`config.mk`:
```
export PLATFORM = sky130hd
export DESIGN_NAME = simprisc_chk_fifo
export DESIGN_NICKNAME = d
export VERILOG_FILES = /design/src/rtl/simprisc_chk_pkg.sv /design/src/rtl/simprisc_chk_fifo.sv
export SDC_FILE = /design/constraint.sdc
export NUM_CORES = 1
export LEC_CHECK = 0
export CAP_MARGIN = 20
export CORE_MARGIN = 4
export CORE_UTILIZATION = 25
export DETAILED_ROUTE_END_ITERATION = 10
export PLACE_DENSITY = 0.48
export SLEW_MARGIN = 20
export SYNTH_ARGS = -nofsm -noshare
export SYNTH_HDL_FRONTEND = slang
export SYNTH_SLANG_ARGS = --single-unit
```
`constraint.sdc`:
```
create_clock -name clk -period 2.98 [get_ports clk]
set_input_delay 0.894 -clock clk [delete_from_list [all_inputs] [get_ports clk]]
set_output_delay 0.894 -clock clk [all_outputs]
set_load 0.1 [all_outputs]
```
`src/rtl/simprisc_chk_pkg.sv`:
```
// Shared types and default parameters for the simprisc stream checker.
package simprisc_chk_pkg;

    typedef enum logic [1:0] {
        ERR_NONE      = 2'd0,
        ERR_MISMATCH  = 2'd1,
        ERR_UNDERFLOW = 2'd2
    } err_code_t;

    localparam int DEF_DATA_W  = 8;
    localparam int DEF_NUM_CH  = 2;
    localparam int DEF_DEPTH   = 8;
    localparam int DEF_TIMEOUT = 64;
    localparam int DEF_CNT_W   = 16;

endpackage

```
`src/rtl/simprisc_chk_fifo.sv`:
```
// Per-channel expected-value queue: circular buffer with wrapping pointers and
// an explicit fill count, so full/empty are single compares on a register.
module simprisc_chk_fifo
    import simprisc_chk_pkg::*;
#(
    parameter int DATA_W = DEF_DATA_W,
    parameter int DEPTH  = DEF_DEPTH
) (
    input  logic              clk,
    input  logic              rst,
    input  logic              clear,
    input  logic              push,
    input  logic              pop,
    input  logic [DATA_W-1:0] din,
    output logic [DATA_W-1:0] head,
    output logic              full,
    output logic              empty
);

    localparam int AW = $clog2(DEPTH);

    logic [DATA_W-1:0] mem_r [DEPTH];
    logic [AW-1:0]     wr_ptr_r;
    logic [AW-1:0]     rd_ptr_r;
    logic [AW:0]       count_r;
    logic              do_push_s;
    logic              do_pop_s;

    assign full      = (count_r == DEPTH[AW:0]);
    assign empty     = (count_r == {(AW+1){1'b0}});
    assign do_push_s = push && !full;
    assign do_pop_s  = pop && !empty;
    assign head      = mem_r[rd_ptr_r];

    // pointer and fill-level update; clear flushes like reset
    always_ff @(posedge clk or posedge rst) begin
        if (rst) begin
            wr_ptr_r <= {AW{1'b0}};
            rd_ptr_r <= {AW{1'b0}};
            count_r  <= {(AW+1){1'b0}};
        end else if (clear) begin
            wr_ptr_r <= {AW{1'b0}};
            rd_ptr_r <= {AW{1'b0}};
            count_r  <= {(AW+1){1'b0}};
        end else begin
            if (do_push_s) wr_ptr_r <= wr_ptr_r + AW'(1);
            if (do_pop_s)  rd_ptr_r <= rd_ptr_r + AW'(1);
            count_r <= count_r + (AW+1)'(do_push_s) - (AW+1)'(do_pop_s);
        end
    end

    // storage array; contents are only meaningful below the fill count
    always_ff @(posedge clk) begin
        if (do_push_s && !clear) mem_r[wr_ptr_r] <= din;
    end

endmodule

```
==> results, run 1 <==
- The sum of buffers and inverters on the critical path is 2.
- The fraction of power consumed by the clock network is 28.7%.
- The count of antenna-violating nets left after detailed routing is 0.
- At the worst endpoint, the arrival time is ~2 ns.
- The number of buffers on the longest clock path is 2.
- The fill cell total of the finished layout is 1204.
- The design draws 3.51 mW.
- The timing-limited maximum frequency is 350 MHz.
- The final critical path takes up 96.0% of the cycle.
- The routed wire length is 5.90 mm.
- Between clock sinks in the finished design, the worst skew comes to just over 0.005 ns.
- The top cell family by delay on the critical path is multiplexers.
- The number of antenna violations at the first check in global routing was 0.
- The detailed router finished its first iteration with 62 violations.
- The max-slew violation count came to 0.
- The gate count after technology mapping is 168.
- The flow ran to the end, and the final reports show no timing, DRC or antenna violations.
- In this run the vertical extent of the chip is 121 um.
- The total number of clock tree sinks is 74.
- The number of buffers added to fix hold violations after cts is 0.
- The final-stage net count is between 200 and 250.
- Summed over all nets, the switching power comes to about 1.2 mW.
- The number of I/O pins is 23.
- A synthesized cell averages 18.8 sq um.
- The final-report hold violation count is 0.
- The number of search-and-repair iterations in the first detailed-routing pass is 4.
- The time the final worst path needs with I/O delays and setup is 2.86 ns.
- The share of synthesized registers carrying an async set or reset is 13.5%.
- The source-to-sink clock delay at the later pin of the worst-skew pair is between 0.3 and 0.4 ns.
- In the routed design, unresolved DRC markers number 0.
- The most common cell in the synthesized netlist is sky130_fd_sc_hd__edfxtp_1.
- For this run, the slowest stage of the critical path takes 0.60 ns.
- Global routing used 8.85% of the available tracks.
- The die is around 120 um wide.
- The worst path required time is 2.09 ns.
- Entering global routing, the biggest net connects 16 pins.
- The clock tree synthesis step divided the H-tree into 3 levels.
- The CTS root buffer is sky130_fd_sc_hd__clkbuf_16.
- The antenna diode count is 0.
- The critical path capture point type is an output pin.
- Clock tree synthesis inserted a total of 9 buffers.
- The ratio of total power to cell area is 873 nW/um^2.
- The worst slew slack as a fraction of its limit is 55.2%.
- Ranked by total cell area, the synthesized netlist is headed by sky130_fd_sc_hd__edfxtp_1 61%, sky130_fd_sc_hd__dfrtp_1 7.9%, sky130_fd_sc_hd__mux4_1 6.6%, sky130_fd_sc_hd__mux4_2 5.7%, sky130_fd_sc_hd__mux2_4 3.8%.
- The standard-cell row count is 40.
- The worst hold path was traced through 2 stages.
- The dominant register cell in the synthesized netlist is sky130_fd_sc_hd__edfxtp_1.
- Detailed placement finished with a half-perimeter wire length of 3.96 mm.
- The synthesized netlist occupies a cell area of 3160 sq um.
- The internal power contribution is 2.30 mW.
- The clock input transition at the sequential cells of the worst setup and hold paths is 0.06 ns.
- The initial utilization of the core area, before any placement, comes to approximately 26%.
- The class of the tightest hold or removal check is reg -> reg.
- The signal on the critical path passes through buf_4 -> mux4_1 -> mux2_4 -> buf_12.
- The number of input and output port buffers inserted is 22.
- After global routing the overflow that remains totals 0.
- Ranked by instance count, the synthesized netlist is headed by 64 x sky130_fd_sc_hd__edfxtp_1, 10 x sky130_fd_sc_hd__dfrtp_1, 10 x sky130_fd_sc_hd__nor2_1.
- At the pin with the least slew margin, the transition time is slightly below 0.7 ns.
- The worst setup path is launched from a flop.
- The critical path depth is 4.
- The part of the power in registers is between 30% and 40%.
- For this run, the register share of the synthesized area comes to 68.6%.
- The area enclosed by the die boundary is 14500 sq um.
- The post-CTS setup buffer count is 0.
- In this run the worst path has a maximum fanout of 10.
- Yosys mapped a number of flops with a built-in enable equal to 64.
- The first global-routing pass estimated a little over 9 mm of wire.
- Hold timing on the final database bottoms out at a slack of 0.588 ns.
- Of the cells placed in the final design, the portion with a size suffix greater than 1 is 27.7%.
- The number of instances resized during post-cts repair is 0.
- The TritonCTS clock tree is yes.
- The number of cells on the worst reg-to-reg path is 9.
- Dividing the detail-routed wire length by the instance count gives approximately 15 um.
- The area overhead of the layout relative to synthesis is 27.2%.
- The cell taking the most area after synthesis is sky130_fd_sc_hd__edfxtp_1.
- Combinational cells account for 36.4% of the total power.
- The cell leakage power is 1.42 nW.
- The weighted congestion reported at the end of routability-driven placement is between 0.6 and 0.7.
- The number of unique standard cell types used by synthesis is 33.
- Net switching is 34.5% of the power.
- The number of nets handed over by synthesis was between 150 and 200.
- Setup violations remaining at the end of the flow were counted as 0.
- The via total after detailed routing is 1566.
- The maximum resistive drop on vdd is 0.227 mV.
- The critical path in this run is classified as reg -> out.
- The ratio of routed vias to standard cells is 4.11.
- Synthesis inferred 74 register bits.
- After floorplanning, the core was sized to cover 12200 sq um.
- Max-cap violations in this run came to 0.
- Setup repair after global routing left no endpoint under its margin.
- The portion of synthesized cell area occupied by the leading cell type is 60.7%.
- For this design, the slowest cell found on the critical path is sky130_fd_sc_hd__mux4_1.
- The via count of the first global-routing pass is 1659.
- The setup TNS is 0 ns.
- The count of yosys warnings during synthesis is 0.
==> path summary, 6_finish.rpt <==
path	start	endpoint	slack (ns)
max in group asynchronous	rst	rd_ptr_r[2]	1.81
min in group asynchronous	rst	count_r[3]	0.87
hold reg to reg	rd_ptr_r[1]	rd_ptr_r[1]	0.59
setup reg to reg	count_r[2]	count_r[1]	0.62
hold / removal	rd_ptr_r[1]	rd_ptr_r[1]	0.59
setup / recovery	rd_ptr_r[0]	head[7]	0.12
==> power by group through the flow <==
stage / sequential [mW] / clock (mW) / combinational, mW
after floorplan: 1.24 / 0 / 0.938
after global placement: 1.24 / 0 / 1.29
after detailed placement: 1.25 / 0 / 1.30
after CTS: 1.22 / 1.03 / 1.31
after global routing: 1.23 / 1.08 / 1.37
final: 1.22 / 1.01 / 1.28
==> cell usage in the layout (no fill, tap or decap), types with 2 or more instances in the layout <==
| cell type | instances |
|---|---|
| sky130_fd_sc_hd__clkdlybuf4s50_1 | 12 |
| sky130_fd_sc_hd__nand2b_1 | 5 |
| sky130_fd_sc_hd__nand3_1 | 2 |
| sky130_fd_sc_hd__nor3_1 | 2 |
| sky130_fd_sc_hd__mux4_2 | 8 |
| sky130_fd_sc_hd__nor2_1 | 10 |
| sky130_fd_sc_hd__buf_4 | 15 |
| sky130_fd_sc_hd__mux2_4 | 8 |
| sky130_fd_sc_hd__a21oi_1 | 3 |
| sky130_fd_sc_hd__dfrtp_1 | 10 |
| sky130_fd_sc_hd__inv_6 | 4 |
| sky130_fd_sc_hd__inv_1 | 9 |
| sky130_fd_sc_hd__nor2b_1 | 4 |
| sky130_fd_sc_hd__buf_12 | 9 |
| sky130_fd_sc_hd__edfxtp_1 | 64 |
| sky130_fd_sc_hd__mux4_1 | 8 |
| sky130_fd_sc_hd__mux2_1 | 2 |
| sky130_fd_sc_hd__clkinvlp_4 | 3 |
| sky130_fd_sc_hd__ha_1 | 8 |
| sky130_fd_sc_hd__clkbuf_16 | 9 |
| sky130_fd_sc_hd__nand2_1 | 4 |
==> routing by layer <==
layer,global-route usage (%),routed length [um]
met3,2.15,254
met2,13.1,2820
met5,0,0
met1,12.1,2730
met4,4.46,97
==> cell type report <==
cell class	instances	area [sq um]	area share [%]
inverters	9	33.8	0.839
clock buffers	9	225	5.60
repair buffers	36	413	10.3
flip-flops and latches	74	2170	54.0
well taps	168	210	5.22
multi-input cells	78	913	22.7
clock inverters	7	57.6	1.43
==> registers in the layout, summed over array words and instances (netlist names) <==
signal,flops
wr_ptr_r,3
count_r,4
rd_ptr_r,3
mem_r,64
==> metrics by stage <==
stage                     utilization (%)  cell area (sq um)  cells  worst slack, ns
after CTS                            33.0               4030    381           0.0836
after global routing                 33.0               4030    381           0.0225
final                                33.0               4030    381            0.120
after detailed placement             30.6               3740    365            0.195
after floorplan                         -               3170    168           0.0666
after global placement               30.6               3740    365            0.214
==> worst register-to-register path, stage by stage, from the launching register on <==
cell	delay [ns]
sky130_fd_sc_hd__dfrtp_1	0.36
sky130_fd_sc_hd__inv_1	0.10
sky130_fd_sc_hd__ha_1	0.15
sky130_fd_sc_hd__or3b_1	0.47
sky130_fd_sc_hd__nand2_1	0.15
sky130_fd_sc_hd__ha_1	0.23
sky130_fd_sc_hd__inv_1	0.06
sky130_fd_sc_hd__ha_1	0.18
sky130_fd_sc_hd__fa_1	0.41
sky130_fd_sc_hd__nor2b_1	0.14
==> cell families after synthesis <==
family                   after synthesis  share of synthesized area (%)
AO/OA/AOI/OAI                          7                           1.46
multiplexers                          27                           17.2
adder cells (fa/ha/maj)                9                           3.80
XOR/XNOR                               1                          0.277
flip-flops                            74                           68.6
buffers and inverters                 16                           2.69
AND/OR/NAND/NOR                       34                           5.97
Note: power is estimated with default switching activity, not from simulation.
==> run 2, diff against run 1 <==
--- a/config.mk
+++ b/config.mk
@@ -6,11 +6,11 @@
 export NUM_CORES = 1
 export LEC_CHECK = 0
 export CAP_MARGIN = 20
-export CORE_MARGIN = 4
+export CORE_MARGIN = 5
 export CORE_UTILIZATION = 25
 export DETAILED_ROUTE_END_ITERATION = 10
 export PLACE_DENSITY = 0.48
-export SLEW_MARGIN = 20
+export SETUP_SLACK_MARGIN = 0.1
 export SYNTH_ARGS = -nofsm -noshare
 export SYNTH_HDL_FRONTEND = slang
 export SYNTH_SLANG_ARGS = --single-unit
==> run 2 against run 1 <==
Worst hold slack improved by 0.058 ns; maximum frequency rose by 0.77%; sequential power hardly changed; critical path type unchanged.
==> results, run 2 (synthesis results as in run 1) <==
- The flow ran to the end, and the final reports show no timing, DRC or antenna violations.
- Once placement finished, the instance area stood at 3750 sq um.
- The number of antenna violations at the first check in global routing is 0.
- The cell leakage power is 1.43 nW.
- STA puts the critical path data arrival time at just under 2 ns.
- The worst setup path is captured at an output pin.
- The first detailed-routing pass ran for 4 iterations.
- The largest registers in the layout are mem_r (64), count_r (4).
- The number of flip-flops under the largest register name is 64.
- Once detail routing completed, the nets flagged for antenna violations numbered 0.
- The width of the die is 123 um.
- The number of input and output port buffers inserted is 22.
- The path with the worst hold slack has its endpoint at wr_ptr_r[0].
- Entering global routing, the biggest net connects 19 pins.
- The final-report hold violation count is 0.
- The vertical die dimension is 123 um.
- The critical path contains buffers and inverters numbering 2 combined.
- The source of the worst register-to-register timing path is count_r[2].
- At the later pin of the worst-skew pair, clock insertion delay measures 0.33 ns.
- The standard-cell row count is 41.
- Measured against its own limit, the worst slew margin works out to 52.5%.
- The first routing iteration left 81 violations.
- Summed over all layers, the global routing overflow is 0.
- The worst hold path was traced through 3 stages.
- The max-capacitance violation count is 0.
- The tightest min-delay check is of the reg -> reg type.
- After legalization and detailed placement, the total HPWL measured 3.81 mm.
- The endpoint identified for the worst register-to-register timing path is count_r[1].
- The setup TNS is 0 ns.
- The count of non-filler cells in the finished layout is 386.
- The weighted congestion reported at the end of routability-driven placement is 0.688.
- Among all stages on the critical path, the largest delay is contributed by sky130_fd_sc_hd__mux4_2.
- Dividing the final minimum period by the clock period gives between 90% and 100%.
- 0 antenna diodes ended up in the layout.
- Data on the critical path is required at its endpoint by 2.09 ns.
- Summed over all layers, the routed wires come to 5.92 mm.
- The CTS root buffer is sky130_fd_sc_hd__clkbuf_16.
- The slack of the worst reg-to-reg path is 0.67 ns.
- On the critical path the largest part of the delay comes from multiplexers.
- The post-route cell area is roughly 4100 sq um.
- The library cell used most frequently in the layout, excluding fill and tap cells, is sky130_fd_sc_hd__edfxtp_1.
- TritonCTS built the clock tree.
- The maximum single-stage delay on the critical path is 0.51 ns.
- The via count of the first global-routing pass is 1730.
- In the final routed layout, each cell accounts on average for 15.3 um.
- The floorplan step defined a core boundary enclosing around 13000 sq um.
- The worst setup path is launched from a flop.
- Dividing total power by cell area gives a power density of 896 nW/um^2.
- The overall global routing resource usage is under 10%.
- The register ranked first by flip-flop count is mem_r.
- The number of clock buffers added by TritonCTS is 9.
- In this run, placement finished with an instance count of 368.
- The max-slew violation count is 0.
- The number of remaining DRC errors is 0.
- Counting cells, the worst reg-to-reg path comes to 9.
- The final-stage net count is 231.
- The time the final worst path needs with I/O delays and setup is 2.84 ns.
- The setup-violating endpoint count in the final report is 0.
- The maximum resistive drop on vdd is about 0.27 mV.
- The post-route netlist has 32.7% of its cells at a drive strength greater than 1.
- After clock tree synthesis, the clock-pin slew on the worst setup and hold paths is 0.06 ns.
- The area enclosed by the die boundary is 15000 sq um.
- The wire length of the first global-routing pass is 9.36 mm.
- The area overhead of the layout relative to synthesis is 28.5%.
- On the final layout, the worst clock skew is 0.00625 ns.
- The number of buffers on the longest clock path is 2.
- The ratio of routed vias to standard cells is 4.08.
- At the pin with the least slew margin, the transition time is 0.712 ns.
- The clock tree synthesis step divided the H-tree into 3 levels.
- In the layout the commonest cells are 64 x sky130_fd_sc_hd__edfxtp_1, 16 x sky130_fd_sc_hd__mux4_2, 14 x sky130_fd_sc_hd__buf_4.
- Traced cell by cell, the critical path runs through clkbuf_16 -> mux4_2 -> mux2_4 -> buf_12.
- The number of I/O pins is 23.
- Timing would allow up to 352 MHz.
- The top fanout value on the critical path is 8.
- The total number of clock tree sinks is 74.
- The number of buffers added to fix hold violations after cts is 0.
- Setup repair after global routing could not meet its margin everywhere.
- The starting utilization of the core area is 25.3%.
- The via total after detailed routing is roughly 1600.
- The worst setup path is of the reg -> out kind.
- The startpoint identified for the worst hold timing path is wr_ptr_r[0].
-- run 2: how the worst max path moves through the flow --
stage / from / end / slack [ns] / cells past startpoint
after floorplan: count_r[2] / count_r[2] / 0.14 / 10
after global placement: pop / count_r[1] / 0.25 / 7
after detailed placement: pop / count_r[1] / 0.24 / 7
after CTS: rd_ptr_r[0] / head[6] / 0.1 / 4
after global routing: rd_ptr_r[0] / head[6] / 0.08 / 4
final: rd_ptr_r[0] / head[6] / 0.14 / 4
-- run 2: where the power goes --
| part | total (mW) | switching [mW] | internal, mW |
|---|---|---|---|
| registers | 1.23 | 0.0434 | 1.19 |
| logic | 1.33 | 0.754 | 0.573 |
| clock network | 1.09 | 0.425 | 0.662 |
| total | 3.65 | 1.22 | 2.42 |
-- run 2: routing by layer --
metal  part of all wire (%)  vias up  global-route usage [%]  wire length [um]
met1                     47      800                    10.4              2780
met2                     48       24                    14.1              2820
met5                      0        -                       0                 0
met3                    2.9       11                    2.07               174
met4                    2.5        0                    4.62               146
li1                       -      740                       -                 -
-- run 2: cell type report --
cell class	count	area (sq um)
fill	1235	8450
multi-input combinational	78	886
clock inverter	7	83.8
sequential	74	2170
tap	172	215
timing repair buffer	37	450
inverter	9	33.8
clock buffer	9	225
-- run 2: timing repair --
item                                    CTS  global route
gates resized for setup                   0             9
setup buffers                             1             0
endpoints found under the setup margin    8             8
cloned                                    0             1
-- run 2: worst min-delay path, cell delays in order, from the launching register on --
cell	delay, ns
sky130_fd_sc_hd__dfrtp_1	0.39
sky130_fd_sc_hd__inv_1	0.08
sky130_fd_sc_hd__a211o_1	0.10
sky130_fd_sc_hd__nand2_1	0.04
-- run 2: per-stage QoR --
stage / hold slack [ns] / utilization (%) / setup slack, ns / total power, mW
after floorplan: 0.574 / - / 0.141 / 2.18
after CTS: 0.647 / 32.5 / 0.0979 / 3.65
after global routing: 0.682 / 32.5 / 0.0800 / 3.82
after global placement: 0.635 / 30.0 / 0.252 / 2.55
after detailed placement: 0.638 / 30.0 / 0.242 / 2.55
final: 0.646 / 32.5 / 0.142 / 3.65
==> RTL edit 1, RTL diff (config.mk and constraints of run 2) <==
Change the package constant `DEF_DATA_W` from 8 to 6.
--- a/src/rtl/simprisc_chk_pkg.sv
+++ b/src/rtl/simprisc_chk_pkg.sv
@@ -9,3 +9,3 @@
 
-    localparam int DEF_DATA_W  = 8;
+    localparam int DEF_DATA_W  = 6;
     localparam int DEF_NUM_CH  = 2;
Ports: changed (resized din and head); port bits go from 23 to 19. The function was not compared with the original's and may differ.
==> RTL edit 1 against run 2 <==
  * Critical endpoint is now head[2]
  * Clock power is 36% lower
  * Routed wire length is 16% lower
  * Non-clock buffer count decreased by 5
  * Final area fell by 20%
  * Total power is 24% lower
  * Sequential cell count is 16 lower
  * Global-route usage is 0.21 points lower
  * Sequential share of layout area down 1.3 points
  * Die area shrank 18%
  * Setup slack lost 0.010 ns
  * Synthesized area decreased by 20%
  * Cell count fell by 17%
  * Critical path type unchanged
==> RTL edit 1: results (changes against run 2) <==
Setup path
  – CP max-delay cell: mux4_1 (was mux4_2)
  – Max incr delay on CP: 0.55 ns (was 0.51 ns)
  – Critical path peak fanout: 6 (was 8)
  – R2R depth: 9 (unchanged)

Min path
  – WHS Path Cells: 3 (unchanged)
  – Hold WC Path Type: flip-flop to flip-flop (unchanged)

Place
  – RD Place Congestion: 0.687 (was 0.688)
  – Cell Area, Placed: 3020 µm² (was 3750 µm²)
  – Buffers on Ports: 18 (was 22)
  – Dpl hpwl: 3110 µm (was 3810 µm)
  – Dpl cells: 301 (was 368)

Global routing
  – First-pass GRT wire length: 7470 µm (was 9360 µm)
  – Largest net degree at the start of global routing: 14 (was 19)
  – GR Util All Layers: 8.37% (was 8.58%)
  – Antenna violations before repair: 0 (unchanged)
  – Number of global-route vias before repair: 1392 (was 1730)

Yosys
  – Syn. warnings: 0 (unchanged)
  – Sequential cell area fraction in the yosys report: 66.5% (was 68.6%)
  – Post-synthesis cell type count: 29 (was 33)
  – Number of cells produced by synthesis: 145 (was 168)
  – Net count after synthesis: 165 (was 190)
  – Commonest cells post-synth: 48 x edfxtp_1, 12 x mux4_1, 10 x dfrtp_1, 10 x nor2_1, 9 x inv_1 (was 64 x edfxtp_1, 10 x dfrtp_1, 10 x nor2_1)
  – Ranking of synthesized cells by area: edfxtp_1 57%, mux4_1 12%, dfrtp_1 9.8%, ha_1 3.9%, mux2_2 3.5% (was edfxtp_1 61%, dfrtp_1 7.9%, mux4_1 6.6%, mux4_2 5.7%, mux2_4 3.8%)
  – Post-synthesis async set-or-reset flop share: 17.2% (was 13.5%)
  – Post-synth EDFFs: 48 (was 64)

Run status
  – Status: finished, final reports clean (unchanged)

Finish
  – Fillers: 948 (was 1235)
  – Layout cells sized above 1: 31.6% (was 32.7%)
  – Ant diodes: 0 (unchanged)
  – Design area: 3250 µm² (was 4070 µm²)
  – Biggest regs: mem_r (48), count_r (4) (was mem_r (64), count_r (4))
  – # nets final: 202 (was 231)

Clock network
  – TritonCTS buffer count: 9 (unchanged)
  – CTS H-tree lvls: 3 (unchanged)
  – Clk Latency, worst-skew pair: 0.33 ns (about the same)
  – CTS root buf: clkbuf_8 (was clkbuf_16)
  – Clock Tree Buf Depth: 2 (unchanged)
  – Reg clk slew, reported paths: 0.07 ns

Routing
  – First-pass iteration count of the detailed router: 4 (unchanged)
  – Iter 0 DRT Violations: 38 (was 81)
  – Number of vias in the routed layout: 1338 (was 1575)
  – Via density: 4.18 (was 4.08)
  – Drt wl/cell: 15.6 µm (was 15.3 µm)

Timing
  – Clock skew: 0.00642 ns (was 0.00625 ns)
  – Number of setup violations in the final report: 0 (unchanged)
  – Fin. Hold Viols: 0 (unchanged)
  – Worst-margin pin slew: 0.514 ns (was 0.712 ns)
  – Sum Neg Setup Slack: 0 ns (unchanged)

Power and ir drop
  – Sw Share: 35.2% (was 33.5%)
  – VDD IR max: 0.288 mV (was 0.265 mV)
  – Leak: 1.17 nW (was 1.43 nW)
-- RTL edit 1: repair_timing --
action                                  CTS  global route
setup buffers                             1             1
cloned                                    0             1
endpoints found under the hold margin     0             0
hold buffers                              0             0
gates resized for setup                   0            16
endpoints found under the setup margin    5             6
-- RTL edit 1: per-layer routing --
| layer | vias to the layer above | GRT usage [%] | wire length [µm] |
|---|---|---|---|
| met5 | - | 0 | 0 |
| met4 | 0 | 5.91 | 121 |
| met3 | 8 | 1.86 | 98 |
| met2 | 18 | 14.0 | 2520 |
| met1 | 681 | 9.46 | 2240 |
| li1 | 631 | - | - |
-- RTL edit 1: cell type report --
| cell class | count | share of cell area, % |
|---|---|---|
| clock buffers | 9 | 3.81 |
| clock inverters | 7 | 2.16 |
| flip-flops and latches | 58 | 52.1 |
| multi-input cells | 72 | 24.0 |
| inverters | 9 | 1.04 |
| repair buffers | 32 | 11.8 |
| well taps | 133 | 5.12 |
-- RTL edit 1: final timing paths --
check | from | slack (ns) | endpoint
setup / recovery | rd_ptr_r[0] | 0.13 | head[2]
hold / removal | wr_ptr_r[0] | 0.64 | wr_ptr_r[0]
setup reg to reg | count_r[2] | 0.66 | count_r[1]
hold reg to reg | wr_ptr_r[0] | 0.64 | wr_ptr_r[0]
max in group asynchronous | rst | 1.80 | rd_ptr_r[1]
min in group asynchronous | rst | 0.85 | wr_ptr_r[0]
-- RTL edit 1: logic make-up (layout without fill, tap and decap cells) --
group | count (synthesis) | count (layout) | share of synthesized area, %
simple gates | 34 | 34 | 7.13
xor+xnor | 1 | 1 | 0.344
flops | 58 | 58 | 66.5
fa+ha+maj | 9 | 9 | 4.72
buf+inv | 15 | 57 | 3.15
compound gates | 7 | 7 | 1.82
mux | 21 | 21 | 16.3
-- RTL edit 1: metrics by stage --
step	hold WS, ns	setup WS [ns]
2_1_floorplan	0.586	0.143
3_3_place_gp	0.635	0.211
3_5_place_dp	0.638	0.182
4_1_cts	0.649	0.0779
5_1_grt	0.689	0.0743
6_report	0.645	0.131
-- RTL edit 1: power groups by stage --
stage | sequential, mW | combinational [mW] | clock [mW]
6_report | 0.993 | 1.08 | 0.700
2_1_floorplan | 0.978 | 0.753 | 0
3_5_place_dp | 1.00 | 1.03 | 0
4_1_cts | 0.984 | 1.04 | 0.720
3_3_place_gp | 1.00 | 1.03 | 0
5_1_grt | 1.00 | 1.17 | 0.755
-- RTL edit 1: critical path: cells and delay by family (launching register included) --
| family | cells | cell delay [ns] |
|---|---|---|
| buffers and inverters | 2 | 0.34 |
| muxes | 2 | 0.84 |
| DFF | 1 | 0.44 |
==> RTL edit 2, RTL diff (settings of run 2) <==
Without the edit above. Reset style: synchronous (`rst`), changed in one clocked block.
--- a/src/rtl/simprisc_chk_fifo.sv
+++ b/src/rtl/simprisc_chk_fifo.sv
@@ -35,3 +35,3 @@
     // pointer and fill-level update; clear flushes like reset
-    always_ff @(posedge clk or posedge rst) begin
+    always_ff @(posedge clk) begin
         if (rst) begin
Function: differs if rst is asserted again (counterexample within 4 cycles, from zero or initial values and one cycle with rst high); with rst held inactive, the same outputs for 10 cycles.
==> RTL edit 2 against run 2 <==
  * Setup slack better by 0.023 ns
  * Sequential share of layout area down 0.51 points
  * Hold slack worse by 0.15 ns
  * Synthesized area up 1.1%
  * Sequential cell count up 3
  * Count of clock-buffer cells in the layout unchanged
  * Final area up 1.5%
  * Routed wire length up 3.5%
  * Core utilization up 0.37 points
  * Critical endpoint is now head[2]
Power is not compared: it rests on default switching activity, and its combinational part moved more than twofold at a synthesized area within 25%.
==> RTL edit 2: results (changes against run 2) <==
Run status
  – Status: finished, final reports clean (unchanged)

Finish
  – Clock network area share: 7.39% (was 7.60%)
  – #MultiIn Comb: 86 (was 78)
  – # nets final: 236 (was 231)
  – Non-clock inverter count: 6 (was 9)
  – Register area: 2190 µm² (was 2170 µm²)
  – Non-Clock Buffer Area Fraction: 10.8% (was 11.1%)
  – Layout cells sized above 1: 24.5% (was 32.7%)
  – Seq cells: 77 (was 74)

Yosys
  – Post-synthesis mux area share: 18.3% (was 17.2%)
  – Ranking of synthesized cells by area: edfxtp_1 60%, mux4_1 12%, dfxtp_1 8.1%, mux2_2 2.8%, ha_1 2.7% (was edfxtp_1 61%, dfrtp_1 7.9%, mux4_1 6.6%, mux4_2 5.7%, mux2_4 3.8%)
  – Commonest cells post-synth: 64 x edfxtp_1, 15 x mux4_1, 13 x dfxtp_1 (was 64 x edfxtp_1, 10 x dfrtp_1, 10 x nor2_1)
  – Post-synthesis cell type count: 30 (was 33)
  – Sequential cell area fraction in the yosys report: 68.2% (was 68.6%)
  – Top-area cell type share of the netlist area: 60.0% (was 60.7%)
  – Synth Area in Compound Gates: 1.17% (was 1.46%)
  – Net count after synthesis: 198 (was 190)

Clock network
  – Setup Fix Bufs, Post-CTS: 0 (was 1)

Setup path
  – CP max-delay cell: mux4_1 (was mux4_2)
  – Max incr delay on CP: 0.54 ns (was 0.51 ns)

Global routing
  – First-pass GRT wire length: 9470 µm (was 9360 µm)
  – Number of global-route vias before repair: 1683 (was 1730)
  – Met2 Resource Use GR: 13.6% (was 14.1%)

Routing
  – Via density: 4.07 (was 4.08)
  – Drt wl/cell: 15.6 µm (was 15.3 µm)
  – Iter 0 DRT Violations: 93 (was 81)
  – Met2 wire length: 2950 µm (was 2820 µm)

Place
  – Cell Area, Placed: 3800 µm² (was 3750 µm²)
==> RTL edit 2: changes by cell type in the layout (fill, tap and decap cells not counted), moves of 9 or more <==
cell	run 2	this run
mux4_1	0	15
mux4_2	16	1
dfrtp_1	9	0
dfxtp_1	0	12
==> RTL edit 2: report_power, final <==
| part | switching [mW] | internal [mW] | total [mW] | leakage [nW] |
|---|---|---|---|---|
| sequential | 0.0152 | 1.19 | 1.20 | 0.684 |
| clock | 0.443 | 0.661 | 1.10 | 0.145 |
| combinational | 0.239 | 0.156 | 0.395 | 0.583 |
==> RTL edit 2: stage by stage <==
stage	instances	setup slack (ns)	utilization, %
finish	392	0.165	32.9
global placement	375	0.258	30.2
CTS	391	0.114	32.6
global route	392	0.115	32.9
detailed placement	375	0.227	30.2
floorplan	177	0.422	-
==> RTL edit 2: worst paths after layout <==
check | from | endpoint | slack [ns] | cells after the start
setup reg to reg | count_r[2] | count_r[2] | 0.60 | 10
setup / recovery | flip-flop | head[2] | 0.17 | 4
hold reg to reg | rd_ptr_r[1] | flip-flop | 0.50 | 2
hold / removal | rd_ptr_r[1] | flip-flop | 0.50 | 2
==> RTL edit 2: worst register-to-register path: stages (launching register included) <==
cell,delay [ns]
dfxtp_1,0.30
inv_1,0.09
ha_1,0.14
or3b_2,0.51
nand2_2,0.21
xor2_1,0.17
ha_1,0.18
inv_1,0.05
fa_1,0.37
xor2_1,0.17
nor3_1,0.11
==> RTL edit 2: what timing repair did <==
action / CTS / global route
gates resized for setup: 0 / 2
endpoints found under the setup margin: 0 / 3
hold endpoints to repair: 0 / 0
